**src/rtl/hazard_ctrl.sv**
```systemverilog
// Decode-stage interlock: load-use / branch-operand stalls, flush, mem-wait freeze.
// Ports: clock, reset (async low), ID/EX/MEM hazard inputs, mem_busy, perf_clr ->
//   hz_pcwrite, hz_ifidwrite, hz_idexbubble, hz_ifidflush, hz_freeze, hz_state,
//   hz_cnt_stall/freeze/flush (live only when HZ_PERF_EN is defined).
module hazard_ctrl #(
  parameter int RA_W  = 5,
  parameter int CNT_W = 16
) (
  input  logic             clock,
  input  logic             reset,
  input  logic [RA_W-1:0]  id_addra,
  input  logic [RA_W-1:0]  id_addrb,
  input  logic             id_usea,
  input  logic             id_useb,
  input  logic             id_isbranch,
  input  logic             id_taken,
  input  logic [RA_W-1:0]  ex_regdest,
  input  logic             ex_writereg,
  input  logic             ex_readmem,
  input  logic [RA_W-1:0]  mem_regdest,
  input  logic             mem_readmem,
  input  logic             mem_busy,
  input  logic             perf_clr,
  output logic             hz_pcwrite,
  output logic             hz_ifidwrite,
  output logic             hz_idexbubble,
  output logic             hz_ifidflush,
  output logic             hz_freeze,
  output logic [1:0]       hz_state,
  output logic [CNT_W-1:0] hz_cnt_stall,
  output logic [CNT_W-1:0] hz_cnt_freeze,
  output logic [CNT_W-1:0] hz_cnt_flush
);

  typedef enum logic [1:0] {
    S_RUN     = 2'b00,
    S_STALL   = 2'b01,
    S_MEMWAIT = 2'b10
  } state_e;

  typedef enum logic [1:0] {
    M_RUN,
    M_STALL,
    M_FREEZE,
    M_FLUSH
  } mode_e;

  state_e     state_q, state_d;
  logic [1:0] cnt_q, cnt_d;
  mode_e      mode;

  logic ma_ex, mb_ex, ma_mem, mb_mem;
  logic hit_ex, hit_mem, ex_alu;
  logic need1, need2;

  // Register 0 is hardwired, so it never creates a dependency.
  assign ma_ex  = id_usea & (id_addra != '0)
                & (id_addra == ex_regdest);
  assign mb_ex  = id_useb & (id_addrb != '0)
                & (id_addrb == ex_regdest);
  assign ma_mem = id_usea & (id_addra != '0)
                & (id_addra == mem_regdest);
  assign mb_mem = id_useb & (id_addrb != '0)
                & (id_addrb == mem_regdest);

  assign hit_ex  = ma_ex | mb_ex;
  assign hit_mem = ma_mem | mb_mem;
  assign ex_alu  = ex_writereg & ~ex_readmem;

  // A branch compares in ID, so a load in EX needs two bubbles
  // before its data can be forwarded into decode.
  assign need2 = ex_readmem & hit_ex & id_isbranch;

  assign need1 = (ex_readmem & hit_ex & ~id_isbranch)
               | (ex_alu & hit_ex & id_isbranch)
               | (mem_readmem & hit_mem & id_isbranch);

  always_comb begin
    state_d = state_q;
    cnt_d   = cnt_q;
    mode    = M_RUN;
    unique case (state_q)
      S_RUN, S_MEMWAIT: begin
        cnt_d = 2'd0;
        if (mem_busy) begin
          mode    = M_FREEZE;
          state_d = S_MEMWAIT;
        end else if (need2) begin
          mode    = M_STALL;
          state_d = S_STALL;
          cnt_d   = 2'd1;
        end else if (need1) begin
          mode    = M_STALL;
          state_d = S_RUN;
        end else if (id_taken) begin
          mode    = M_FLUSH;
          state_d = S_RUN;
        end else begin
          mode    = M_RUN;
          state_d = S_RUN;
        end
      end
      S_STALL: begin
        // The branch is still waiting on its operand here,
        // so its taken flag is not trusted yet.
        if (mem_busy) begin
          mode = M_FREEZE;
        end else begin
          mode = M_STALL;
          if (cnt_q <= 2'd1) begin
            state_d = S_RUN;
            cnt_d   = 2'd0;
          end else begin
            cnt_d = cnt_q - 2'd1;
          end
        end
      end
      default: begin
        mode    = M_STALL;
        state_d = S_RUN;
        cnt_d   = 2'd0;
      end
    endcase
  end

  always_ff @(posedge clock or negedge reset) begin
    if (!reset) begin
      state_q <= S_RUN;
      cnt_q   <= 2'd0;
    end else begin
      state_q <= state_d;
      cnt_q   <= cnt_d;
    end
  end

  // Reset forces the enables open in the same cycle,
  // even while a hazard is still presented on the inputs.
  always_comb begin
    hz_pcwrite    = 1'b1;
    hz_ifidwrite  = 1'b1;
    hz_idexbubble = 1'b0;
    hz_ifidflush  = 1'b0;
    hz_freeze     = 1'b0;
    if (reset) begin
      unique case (mode)
        M_STALL: begin
          hz_pcwrite    = 1'b0;
          hz_ifidwrite  = 1'b0;
          hz_idexbubble = 1'b1;
        end
        M_FREEZE: begin
          hz_pcwrite   = 1'b0;
          hz_ifidwrite = 1'b0;
          hz_freeze    = 1'b1;
        end
        M_FLUSH: begin
          hz_ifidflush = 1'b1;
        end
        default: begin
          hz_pcwrite   = 1'b1;
        end
      endcase
    end
  end

  assign hz_state = state_q;

`ifdef HZ_PERF_EN
  logic [CNT_W-1:0] stall_q, freeze_q, flush_q;

  always_ff @(posedge clock or negedge reset) begin
    if (!reset) begin
      stall_q  <= '0;
      freeze_q <= '0;
      flush_q  <= '0;
    end else if (perf_clr) begin
      stall_q  <= '0;
      freeze_q <= '0;
      flush_q  <= '0;
    end else begin
      if (hz_idexbubble && !(&stall_q))
        stall_q <= stall_q + 1'b1;
      if (hz_freeze && !(&freeze_q))
        freeze_q <= freeze_q + 1'b1;
      if (hz_ifidflush && !(&flush_q))
        flush_q <= flush_q + 1'b1;
    end
  end

  assign hz_cnt_stall  = stall_q;
  assign hz_cnt_freeze = freeze_q;
  assign hz_cnt_flush  = flush_q;
`else
  logic unused_perf_clr;
  assign unused_perf_clr = perf_clr;
  assign hz_cnt_stall    = '0;
  assign hz_cnt_freeze   = '0;
  assign hz_cnt_flush    = '0;
`endif

endmodule

```
**config.mk**
```make
export PLATFORM = sky130hd
export DESIGN_NAME = hazard_ctrl
export DESIGN_NICKNAME = d
export VERILOG_FILES = /design/src/rtl/hazard_ctrl.sv
export SDC_FILE = /design/constraint.sdc
export NUM_CORES = 1
export LEC_CHECK = 0
export BUFFER_PORTS_ARGS = -buffer_cell sky130_fd_sc_hd__buf_4
export CORE_MARGIN = 1
export CORE_UTILIZATION = 35
export DETAILED_ROUTE_END_ITERATION = 7
export GPL_TIMING_DRIVEN = 0
export PLACE_DENSITY = 0.79
export RECOVER_POWER = 50
export SLEW_MARGIN = 30
export SYNTH_ARGS = -nofsm -noshare
export SYNTH_HDL_FRONTEND = slang
export SYNTH_SLANG_ARGS = --single-unit
```
**constraint.sdc**
```tcl
create_clock -name clock -period 4.4 [get_ports clock]
set_input_delay 0.66 -clock clock [delete_from_list [all_inputs] [get_ports clock]]
set_output_delay 0.66 -clock clock [all_outputs]
set_load 0.02 [all_outputs]
```
==> impl_metrics.toml <==
[finish]
finish.utilization_pct = 57.0
n_antenna_cell = 0
syn_to_final_growth_pct = 52.5
layout_common_cells = "buf_4, conb_1, xnor2_1, xor2_1, nand2_1"
num-fill-cells = 254
drive_gt1_share_pct = 44.6
mostFrequentLayoutCell = "buf_4"
final-instance-count-excl-fill = 232
num-nets-final = 238

[global_route]
antenna_found_initial = 0
grt_pass1_vias = 681
grt_pass1_wl_um = 2700
globalRouteOverflowTotal = 0
grt_start_max_net_pins = 9
grt_usage_pct = 13.1

[die]
rows = 18
die_w_um = 53.9
fp.coreArea_um2 = 2520
fp.dieArea_um2 = 2910
initial_utilization_pct = 37.4
die_y_um = 53.9
ios = 86

[routing]
vias = 865
first_pass_iters = 2
avgRoutedWirePerCell_um = 8.29
drtIter0Drc = 5
drc = 0
vias_per_cell = 3.73
detail-route-antenna-nets = 0
routed_wl_um = 1920

[cts]
cts_buffer_depth = 2
cts_made_buffers = 3
post_cts_buffers = 0
cts_hold_buf = 0
clk_latency_ns = 0.24
path_clk_slew_ns = 0.04
cts_sinks = 4
cts_tree = "done"
ctsResizeCount = 0
h-tree-depth = 1
cts-root-buf = "clkbuf_4"

[sta]
tightest_slew_ns = 0.491
slew_viol_final = 0
final-setup-viol-count = 0
timing.hold.ws_ns = 0.293
max_freq_mhz = 303
finalHoldViolCount = 0
fin_crit_ns = 3.30
slew_headroom_pct = 67.0
rsz0062_at_grt = "no"
finalClockSkew_ns = 0.0101
fin_crit_sh_pct = 75.0
tns_ns = 0

[yosys]
syn_area_per_cell_um2 = 8.13
synth-seq-cells = 4
ys_warn_count = 0
yosysUniqueCellTypes = 27
seq_area_frac_synth_pct = 10.6
netlist_area_um2 = 943
syn_inst = 116

[power]
power_density_nw_per_um2 = 156
p_total_mw = 0.224
ir_drop_mv = 0.119
power.leakage_nw = 0.820

[place]
place.port_buffers = 36
hpwlAfterDp_um = 1770
gp_congestion = 0.737
dp.cells = 229

[worst_setup_path]
worstPathBufferInverterCount = 3
cp-start-kind = "input pin"
crit_family = "simple AND/OR/NAND/NOR gates"
critical_path_class = "in -> out"
cp_max_fo = 4
cp_common_cell = "buf_4"
cp_slowest_cell = "or4_1"
arrival_ns = 2.64
critPathRequiredTime_ns = 3.74
crit_path_end_kind = "output pin"
critPathMaxStageDelay_ns = 0.53
path_cells = "buf_4, or4_1, o21ai_2, nor4_1, o21ai_2, a31oi_1, ha_1, nand2b_1, buf_4, buf_4"

[min_path]
hp-class = "in -> async"

[run]
maxCapViolCount = 0

[run_status]
status = "finished, final reports clean"
-- Yosys cell counts, drive strengths merged --
cell type | instances | area (um^2)
or4 | 3 | 26.3
ha | 3 | 37.5
nand2 | 6 | 22.5
nor2b | 3 | 26.3
a31o | 1 | 8.76
buf | 49 | 368
a41o | 1 | 10.0
a41oi | 1 | 8.76
xnor2 | 14 | 123
o21ai | 4 | 31.3
nand4 | 2 | 12.5
and3b | 1 | 8.76
and2 | 3 | 18.8
o41ai | 2 | 17.5
a31oi | 1 | 6.26
nor2 | 3 | 11.3
nand3 | 2 | 10.0
xor2 | 6 | 52.6
conb | 1 | 3.75
a21o | 1 | 7.51
dfrtp | 4 | 100
a21boi | 1 | 7.51
nor4 | 3 | 18.8
nand2b | 1 | 6.26
-- power by group --
| part | switching, mW | internal [mW] |
|---|---|---|
| combinational | 0.0722 | 0.0664 |
| sequential | 0.000606 | 0.0376 |
| clock | 0.0165 | 0.0306 |
-- worst register-to-register path: stages (launching register included) --
cell,delay (ns)
dfrtp_1,0.44
nor2b_1,0.22
o21ai_0,0.11
o41ai_1,0.07
-- metal layers --
| layer | track usage [%] | up-vias | wire [um] |
|---|---|---|---|
| li1 | - | 467 | - |
| met1 | 15.0 | 342 | 746 |
| met2 | 23.0 | 54 | 933 |
| met3 | 3.95 | 2 | 236 |
| met4 | 3.95 | 0 | 8 |
| met5 | 0 | - | 0 |
-- cell type report --
type	count	area [um^2]	area share (%)
clock buffer	3	22.5	1.57
sequential	4	100	6.96
timing repair buffer	36	259	18.0
buffer	49	368	25.6
tap	30	37.5	2.61
multi-input combinational	110	652	45.3
-- kinds of logic (layout without fill, tap and decap cells) --
group | after synthesis | in the layout | synth area share [%]
compound gates | 12 | 12 | 10.3
xor+xnor | 20 | 20 | 18.6
fa+ha+maj | 3 | 3 | 3.98
buf+inv | 49 | 88 | 39.0
flops | 4 | 4 | 10.6
other cells | 1 | 48 | 0.397
simple gates | 27 | 27 | 17.1
-- stage by stage --
| step | worst slack [ns] | area (um^2) |
|---|---|---|
| final | 1.10 | 1440 |
| after global routing | 0.921 | 1440 |
| after CTS | 1.10 | 1450 |
| after detailed placement | 1.11 | 1430 |
| after global placement | 1.12 | 1430 |
| after floorplan | 1.30 | 1120 |
-- final timing paths --
check,startpoint,endpoint,slack (ns),cells past startpoint
max in group asynchronous,reset,cnt_q[0]$_DFFE_PN0P_,3.84,1
min in group clock,cnt_q[1]$_DFFE_PN0P_,hz_state[0]$_DFFE_PN0P_,0.52,2
worst min register to register,cnt_q[1]$_DFFE_PN0P_,hz_state[0]$_DFFE_PN0P_,0.52,2
worst min-delay path,reset,hz_state[1]$_DFFE_PN0P_,0.29,1
worst max register to register,hz_state[0]$_DFFE_PN0P_,hz_state[0]$_DFFE_PN0P_,3.45,3
worst max-delay path,id_addrb[1],hz_pcwrite,1.10,10
-- flip-flops by register name, indices dropped and copies added (netlist names) --
signal	cells
hz_state	2
cnt_q	2
Note: power is estimated with default switching activity, not from simulation.
